==> config.mk <==
export PLATFORM = sky130hd
export DESIGN_NAME = microwave_ctrl
export DESIGN_NICKNAME = d
export VERILOG_FILES = /design/src/rtl/microwave_pkg.sv /design/src/rtl/microwave_sec_prescaler.sv /design/src/rtl/microwave_ctrl.sv
export SDC_FILE = /design/constraint.sdc
export NUM_CORES = 1
export LEC_CHECK = 0
export ABC_CLOCK_PERIOD_IN_PS = 7950
export BUFFER_PORTS_ARGS = -buffer_cell sky130_fd_sc_hd__buf_2
export CAP_MARGIN = 20
export CORE_ASPECT_RATIO = 0.7
export CORE_MARGIN = 10
export CORE_UTILIZATION = 50
export CTS_CLUSTER_SIZE = 40
export DETAILED_ROUTE_END_ITERATION = 6
export PLACE_DENSITY = 0.79
export SYNTH_ARGS = -nofsm -noshare
export SYNTH_HDL_FRONTEND = slang
export SYNTH_HIERARCHICAL = 1
export SYNTH_SLANG_ARGS = --single-unit
==> constraint.sdc <==
create_clock -name clk -period 7.95 [get_ports clk]
set_input_delay 0 -clock clk [delete_from_list [all_inputs] [get_ports clk]]
set_output_delay 0 -clock clk [all_outputs]
set_load 0.05 [all_outputs]
==> src/rtl/microwave_pkg.sv <==
// Shared types and constants for the microwave cooking sequencer.
package microwave_pkg;

  typedef enum logic [2:0] {
    IDLE    = 3'd0,
    READY   = 3'd1,
    COOKING = 3'd2,
    PAUSED  = 3'd3,
    DONE    = 3'd4
  } state_t;

  localparam int unsigned QUICK_START_SEC = 30;

endpackage

==> src/rtl/microwave_sec_prescaler.sv <==
// Seconds prescaler: modulus counter with enable and clear.
// 'wrap' flags the terminal count; 'tick' pulses when the counter wraps.
module sec_prescaler #(
  parameter int unsigned MODULUS = 100
) (
  input  logic clk,
  input  logic rst,
  input  logic en,
  input  logic clr,
  output logic wrap,
  output logic tick
);

  localparam int unsigned CNT_W = (MODULUS > 2) ? $clog2(MODULUS) : 1;
  localparam logic [CNT_W-1:0] LAST = CNT_W'(MODULUS - 1);

  logic [CNT_W-1:0] cnt;

  assign wrap = (cnt == LAST);
  assign tick = en && wrap;

  // Clear wins over enable so a fresh cook always starts a full second.
  always_ff @(posedge clk) begin
    if (rst || clr) begin
      cnt <= '0;
    end else if (en) begin
      cnt <= wrap ? '0 : cnt + 1'b1;
    end
  end

endmodule

==> src/rtl/microwave_ctrl.sv <==
// Microwave cooking sequencer: countdown timer plus S/R drive of the magnetron latch.
// Optional feature macro: MICROWAVE_QUICK_START_EN (start in IDLE cooks 30 s, start while cooking adds 30 s).
module microwave_ctrl
  import microwave_pkg::*;
#(
  parameter int unsigned TICKS_PER_SEC = 100,
  parameter int unsigned TIME_W        = 12,
  parameter int unsigned MAX_TIME      = 3599
) (
  input  logic              clk,
  input  logic              rst,
  input  logic              door_closed,
  input  logic              start,
  input  logic              stop_clear,
  input  logic              time_load,
  input  logic [TIME_W-1:0] time_in,
  output logic              mag_set,
  output logic              mag_reset,
  output logic              heating,
  output logic [TIME_W-1:0] time_left,
  output logic              done,
  output state_t            state
);

  state_t            state_n;
  logic [TIME_W-1:0] time_n;
  logic              set_n;
  logic              reset_n;
  logic              done_n;
  logic              pre_clr;
  logic              pre_en;
  logic              wrap;
  logic              tick;
  logic              pause_req;
  logic              go;
  logic              last_sec;
  logic [TIME_W-1:0] loaded;

  function automatic logic [TIME_W-1:0] sat(input logic [TIME_W:0] v);
    return (v > (TIME_W+1)'(MAX_TIME)) ? TIME_W'(MAX_TIME) : v[TIME_W-1:0];
  endfunction

  assign pause_req = !door_closed || stop_clear;
  assign go        = start && door_closed && !stop_clear;
  assign last_sec  = wrap && (time_left == TIME_W'(1));
  assign loaded    = sat({1'b0, time_in});

  // The prescaler freezes on a pause, except when expiry lands in the same cycle.
  assign pre_en = (state == COOKING) && (!pause_req || last_sec);

  sec_prescaler #(
    .MODULUS (TICKS_PER_SEC)
  ) u_prescaler (
    .clk  (clk),
    .rst  (rst),
    .en   (pre_en),
    .clr  (pre_clr),
    .wrap (wrap),
    .tick (tick)
  );

  always_comb begin
    state_n = state;
    time_n  = time_left;
    set_n   = 1'b0;
    reset_n = 1'b0;
    done_n  = 1'b0;
    pre_clr = 1'b0;
    case (state)
      IDLE, READY: begin
        if (time_load) begin
          time_n  = loaded;
          state_n = (loaded != '0) ? READY : IDLE;
        end else if (go && state == READY) begin
          state_n = COOKING;
          set_n   = 1'b1;
          pre_clr = 1'b1;
        end
`ifdef MICROWAVE_QUICK_START_EN
        else if (go) begin
          time_n  = TIME_W'(QUICK_START_SEC);
          state_n = COOKING;
          set_n   = 1'b1;
          pre_clr = 1'b1;
        end
`endif
      end
      COOKING: begin
        if (last_sec) begin
          state_n = DONE;
          time_n  = '0;
          reset_n = 1'b1;
          done_n  = 1'b1;
        end else if (pause_req) begin
          state_n = PAUSED;
          reset_n = 1'b1;
        end else begin
          if (tick) time_n = time_left - 1'b1;
`ifdef MICROWAVE_QUICK_START_EN
          if (start) time_n = sat({1'b0, time_n} + (TIME_W+1)'(QUICK_START_SEC));
`endif
        end
      end
      PAUSED: begin
        if (stop_clear) begin
          state_n = IDLE;
          time_n  = '0;
        end else if (go) begin
          state_n = COOKING;
          set_n   = 1'b1;
        end
      end
      DONE: begin
        if (pause_req) begin
          state_n = IDLE;
          time_n  = '0;
        end
      end
      default: state_n = IDLE;
    endcase
  end

  // mag_reset is forced high for the cycle after reset so the latch starts off.
  always_ff @(posedge clk) begin
    if (rst) begin
      state     <= IDLE;
      time_left <= '0;
      mag_set   <= 1'b0;
      mag_reset <= 1'b1;
      heating   <= 1'b0;
      done      <= 1'b0;
    end else begin
      state     <= state_n;
      time_left <= time_n;
      mag_set   <= set_n;
      mag_reset <= reset_n;
      heating   <= (state_n == COOKING);
      done      <= done_n;
    end
  end

endmodule

==> results.py, run 1 <==
metrics = {
    "run_status": {
        "status": "finished, final reports clean",
    },
    "sta": {
        "fmax_mhz": 249,
        "period_needed_ns": 4.02,
        "tightest_slew_ns": 0.708,
        "hold_viol_final": 0,
        "grt_setup_unrepaired": "no",
        "finalSetupViolCount": 0,
        "fin_crit_sh_pct": 50.6,
        "relSlewSlack_pct": 52.5,
        "worst_clock_skew_ns": 0.00278,
        "setup_tns_ns": 0,
        "drv_slew": 0,
    },
    "placement": {
        "post-place-cells": 278,
        "port_buffers": 36,
        "gp_congestion": 0.917,
        "dp_hpwl_mm": 3.43,
    },
    "clock_network": {
        "clock-sinks": 26,
        "tritoncts.num_buffers": 3,
        "clockBufferDepth": 2,
        "root_buffer": "clkbuf_8",
        "cts_resized": 0,
        "cts_tree": "done",
        "cts_max_level": 1,
        "clk_pin_slew_ns": 0.09,
        "clock_latency_ns": 0.27,
    },
    "die": {
        "core_area_mm2": 0.00319,
        "start_util_pct": 52.5,
        "dieArea_mm2": 0.00611,
        "ios": 37,
        "fp.dieW_um": 89.2,
        "core.rowCount": 17,
        "die_h_um": 68.5,
    },
    "final_layout": {
        "final_cells": 283,
        "fin_nets": 267,
        "final_layout_size_suffix_gt1_share_pct": 20.0,
        "n_antenna_cell": 0,
        "seq_area_um2": 520,
        "nFillCells": 292,
        "multi_input_area_mm2": 0.00108,
        "layout_commonest_cell": "buf_2",
        "area_delta_synth_final_pct": 13.9,
        "final_cell_mix": "36 x buf_2, 26 x dfxtp_1, 25 x a21oi_1",
    },
    "synth": {
        "synth_cell_types": 45,
        "syn_avg_cell_area_um2": 7.80,
        "synth_area_leaders": "dfxtp_1 31%, a21oi_1 7.5%, o21ai_0 5.1%",
        "syn_area_mm2": 0.00168,
        "synthCells": 215,
        "synth_nets": 236,
        "synth_ff_type": "dfxtp_1",
        "synth_edf_count": 0,
        "ys_seq_area_share_pct": 31.0,
        "ys_warn_count": 6,
        "async_flop_share_pct": 0,
        "synth_top_area_share_pct": 31.0,
        "synth_area_leader_cell": "dfxtp_1",
        "synth-seq-cells": 26,
    },
    "global_routing": {
        "met1_usage_pct": 22.9,
        "antenna_found_initial": 0,
        "met2_usage_pct": 22.0,
        "grt_pass1_vias": 1523,
        "busiest_layer": "met1",
        "grt_max_degree": 25,
        "gr-usage-met3_pct": 4.86,
        "grt-ovfl-total": 0,
        "grt_pass1_wl_mm": 7.70,
        "grt_use_total_pct": 15.7,
    },
    "flow_run": {
        "max_cap_viol_count": 0,
    },
    "hold_path": {
        "hold_path.class": "input port to flop",
    },
    "worst_setup_path": {
        "endpoint_kind": "flop",
        "cp_cell_sequence": "or4b_1, nor2_1, nand3b_1, or2_2, or3_1, a21oi_1, inv_1, nor3_1, a21o_1, o211ai_4, or2_0, a21oi_1",
        "slowest_delay_ns": 0.66,
        "critPathLaunchType": "flop",
        "criticalPathCategory": "flop to flop",
        "arrival_ns": 4.22,
        "critical-path-top-delay-family": "simple AND/OR/NAND/NOR gates",
        "required_ns": 8.15,
        "crit_fanout": 24,
        "crit_slowest_cell": "or4b_1",
        "crit_buf_inv": 1,
        "crit_top_cell": "a21oi_1",
    },
    "routing": {
        "ant_nets": 0,
        "wirelength_mm": 4.61,
        "route.detailed.drc": 0,
        "viasPerCell": 6.10,
        "vias": 1727,
        "drt_iter0_markers": 186,
        "dr.pass1.iters": 4,
        "wl_per_cell_um": 16.3,
    },
    "power": {
        "p_leak_nw": 0.719,
        "pwr_density_cell_mw_per_mm2": 157,
        "max-vdd-ir-drop_mv": 0.0919,
    },
}
-- cell usage after synthesis (3+ instances only) --
cell      instances
o21ai_0          17
nor4_1            4
nand2_1          13
nor2_1           17
a211oi_1          4
dfxtp_1          26
ha_1              3
nor3_1           14
nand4_1           5
a21oi_1          25
nand2b_1          6
clkbuf_1          4
o32ai_1           3
a21o_1            4
o21a_1            5
o211ai_1          3
nor2b_1           8
or3_1             5
o22ai_1           3
buf_2             3
inv_1             5
a32oi_1           4
or2_0             4
-- sequential cells by signal, indices dropped and copies added, names as in the netlist --
name / count
time_left: 12
u_prescaler/cnt: 7
state: 3
done: 1
heating: 1
mag_reset: 1
mag_set: 1
-- final timing paths --
path | start | to | slack (ns) | cells after the start
min | door_closed | mag_set | 0.04 | 3
min reg2reg | u_prescaler/cnt[6] | u_prescaler/cnt[6] | 0.50 | 2
max reg2reg | u_prescaler/cnt[2] | time_left[8] | 3.93 | 12
max | u_prescaler/cnt[2] | time_left[8] | 3.93 | 12
-- layer usage --
layer / wire (um) / vias to the layer above
met1: 2270 / 801
met5: 0 / -
met2: 1940 / 53
met4: 41 / 0
met3: 359 / 6
li1: - / 867
-- kinds of logic (layout without fill, tap and decap cells) --
logic type	Yosys count	count (layout)	share of synthesized area [%]
fa+ha+maj	3	3	2.24
compound gates	78	78	31.0
xor+xnor	2	2	1.04
flops	26	26	31.0
buf+inv	16	46	4.70
simple gates	90	90	29.9
-- worst min-delay path, stage by stage --
cell,delay (ns)
buf_2,0.12
nand3_1,0.10
nor3_1,0.05
-- area by class of cell --
cell class                 count  share of cell area, %
inverter                       5                  0.983
clock buffer                   4                   2.88
multi-input combinational    173                   56.4
tap                           38                   2.49
sequential                    26                   27.3
timing repair buffer          37                   9.96
-- report_power, final --
part	switching, mW	internal, mW
sequential	0.00732	0.135
clock	0.0417	0.0443
combinational	0.0475	0.0229
total	0.0965	0.202
-- stage by stage --
step	util, %	hold slack [ns]	instance area, um^2	power, mW	worst slack (ns)
floorplan	-	0.162	1680	0.196	4.36
global placement	57.8	0.289	1840	0.214	4.13
finish	59.8	0.0377	1910	0.299	3.93
CTS	59.8	0.0303	1910	0.302	3.96
global route	59.8	0.0580	1910	0.314	3.60
detailed placement	57.8	0.297	1840	0.214	3.99
-- what timing repair did --
action,CTS,global route
setup endpoints to repair,0,0
hold buffers,1,0
setup buffers,0,0
endpoints found under the hold margin,1,0
Power figures use the tool's default switching activity.
==> inputs of run 2 (changes only) <==
ABC_AREA = 1   (was unset)
ABC_CLOCK_PERIOD_IN_PS = 3300   (was 7950)
CORE_UTILIZATION = 49   (was 50)
PLACE_DENSITY = 0.81   (was 0.79)
clock period = 3.3 ns   (was 7.95 ns; I/O delays follow)
==> run 2 against run 1 <==
Die area up 3.5%; flip-flop and latch count unchanged; clock power up 140%; critical path type unchanged; setup slack worse by 3.1 ns.
==> results.py, run 2 <==
metrics = {
    "run_status": {
        "status": "finished, final reports clean",
    },
    "hold_path": {
        "hold_path.class": "input port to flop",
    },
    "worst_setup_path": {
        "criticalPathCategory": "flop to flop",
        "required_ns": 3.52,
        "crit_top_cell": "nand2_1",
        "crit_fanout": 19,
        "arrival_ns": 2.73,
        "endpoint_kind": "flop",
        "slowest_delay_ns": 0.38,
        "crit_slowest_cell": "dfxtp_1",
        "critical-path-top-delay-family": "simple AND/OR/NAND/NOR gates",
        "cp_cell_sequence": "ha_1, nand2_1, inv_1, nand3_1, inv_1, nand3_1, nor2_2, nand3_1, o21ai_0, nand4_1, inv_1, nand2_1, nand3_4, nand2_4, nand2_1, nand2_1, nor2_1",
        "crit_buf_inv": 3,
        "critPathLaunchType": "flop",
    },
    "flow_run": {
        "max_cap_viol_count": 0,
    },
    "clock_network": {
        "cts_resized": 0,
        "cts_tree": "done",
        "clock_latency_ns": 0.27,
        "clockBufferDepth": 2,
        "clk_pin_slew_ns": 0.09,
        "tritoncts.num_buffers": 3,
        "cts_hold_buf": 1,
        "root_buffer": "clkbuf_8",
        "cts_max_level": 1,
        "clock-sinks": 26,
        "cts_setup_buffers": 0,
    },
    "global_routing": {
        "busiest_layer": "met2",
        "grt_max_degree": 20,
        "met2_usage_pct": 19.7,
        "grt_pass1_vias": 1704,
        "met1_usage_pct": 19.1,
        "grt_use_total_pct": 13.7,
        "gr-usage-met3_pct": 4.63,
        "grt-ovfl-total": 0,
        "grt_pass1_wl_mm": 7.53,
        "antenna_found_initial": 0,
    },
    "synth": {
        "synthCells": 286,
        "synth_edf_count": 0,
        "synth_area_leader_cell": "dfxtp_1",
        "ys_seq_area_share_pct": 30.3,
        "synth_top_area_share_pct": 30.3,
        "synth_ff_type": "dfxtp_1",
        "synth_area_leaders": "dfxtp_1 30%, nand2_1 17%, nor2_1 15%",
        "synth_cell_types": 24,
        "synth-seq-cells": 26,
        "yosysMostFrequentCell": "nand2_1",
        "ys_warn_count": 6,
        "syn_avg_cell_area_um2": 6.02,
        "syn_area_mm2": 0.00172,
        "async_flop_share_pct": 0,
        "ys_top_cells_by_count": "79 x nand2_1, 69 x nor2_1, 35 x inv_1",
        "synth_nets": 307,
    },
    "routing": {
        "wl_per_cell_um": 11.7,
        "route.detailed.drc": 0,
        "viasPerCell": 4.92,
        "wirelength_mm": 4.35,
        "ant_nets": 0,
        "vias": 1821,
        "drt_iter0_markers": 140,
        "dr.pass1.iters": 5,
    },
    "die": {
        "ios": 37,
        "die_h_um": 69.6,
        "start_util_pct": 52.9,
        "core_area_mm2": 0.00325,
        "fp.dieW_um": 90.8,
        "core.rowCount": 17,
        "dieArea_mm2": 0.00632,
    },
    "sta": {
        "hold_viol_final": 0,
        "relSlewSlack_pct": 53.9,
        "fin_crit_sh_pct": 76.1,
        "fmax_mhz": 398,
        "finalSetupViolCount": 0,
        "grt_setup_unrepaired": "no",
        "period_needed_ns": 2.51,
        "worst_clock_skew_ns": 0.000955,
        "setup_tns_ns": 0,
        "drv_slew": 0,
        "tightest_slew_ns": 0.684,
    },
    "placement": {
        "post-place-cells": 365,
        "place_area_mm2": 0.00193,
        "dp_hpwl_mm": 3.45,
        "port_buffers": 36,
        "gp_congestion": 0.889,
    },
    "final_layout": {
        "final_cell_mix": "79 x nand2_1, 69 x nor2_1, 36 x buf_2",
        "area_delta_synth_final_pct": 16.0,
        "fin_nets": 345,
        "largest_register_ffs": 12,
        "final_cells": 370,
        "layout_commonest_cell": "nand2_1",
        "final_layout_size_suffix_gt1_share_pct": 17.0,
        "n_antenna_cell": 0,
        "nFillCells": 326,
        "regMostFlops": "time_left",
        "finalInstanceArea_mm2": 0.00200,
        "top_regs": "time_left (12), u_prescaler/cnt (7), state (3)",
    },
    "power": {
        "p_leak_nw": 1.07,
        "pwr_density_cell_mw_per_mm2": 382,
        "max-vdd-ir-drop_mv": 0.187,
        "power.total_mw": 0.761,
    },
}
-- run 2: changes by cell type after synthesis, sizes merged, moves of 12 or more --
| cell | change |
|---|---|
| a21oi | -20 |
| inv | +30 |
| nand2 | +73 |
| nand3 | +22 |
| nor2 | +59 |
| nor3 | -12 |
-- run 2: final timing paths --
path                        endpoint  slack (ns)                from  cells after the start
setup / recovery        time_left[2]        0.79  u_prescaler/cnt[0]                     17
hold / removal               mag_set        0.03          stop_clear                      4
setup reg to reg        time_left[2]        0.79  u_prescaler/cnt[0]                     17
hold reg to reg   u_prescaler/cnt[5]        0.57  u_prescaler/cnt[5]                      4
-- run 2: power breakdown --
part           internal [mW]  total, mW  switching, mW
combinational         0.0620      0.209          0.147
clock                  0.107      0.208          0.101
sequential             0.328      0.345         0.0167
-- run 2: area by class of cell --
class                   instances  area, um^2  area share [%]
clock buffers                   4        55.1            2.76
multi-input cells             221        1040            52.1
repair buffers                 37         190            9.53
flip-flops and latches         26         520            26.1
well taps                      47        58.8            2.95
inverters                      35         131            6.58
-- run 2: stage by stage --
step,setup slack [ns],hold slack (ns),util [%]
3_5_place_dp,0.828,0.245,59.3
3_3_place_gp,0.937,0.247,59.3
4_1_cts,0.794,0.0232,61.3
2_1_floorplan,0.917,0.0691,-
6_report,0.789,0.0264,61.3
5_1_grt,0.440,0.0566,61.3
-- run 2: cell families after synthesis --
family	after synthesis	synth area share, %
AOI/OAI and AO/OA	16	4.94
xor gates and xnor gates	9	4.58
adders and majority gates	3	2.18
buffers and inverters	39	9.31
DFF	26	30.3
muxes	1	0.582
and+or+nand+nor	192	48.1
-- run 2: worst register-to-register path, stage by stage, from the launching register on --
cell and delay, ns:
dfxtp_1 0.38, ha_1 0.19, nand2_1 0.06, inv_1 0.07, nand3_1 0.08, inv_1 0.06
nand3_1 0.08, nor2_2 0.14, nand3_1 0.17, o21ai_0 0.31, nand4_1 0.20, inv_1 0.09
nand2_1 0.08, nand3_4 0.13, nand2_4 0.16, nand2_1 0.11, nand2_1 0.05, nor2_1 0.10
-- run 2: metal layers --
layer	wire length [um]	vias to the layer above	share of wire, %
met5	0	-	0
met4	22	0	0.51
met3	424	4	9.8
met2	1700	77	39
met1	2200	788	51
li1	-	952	-
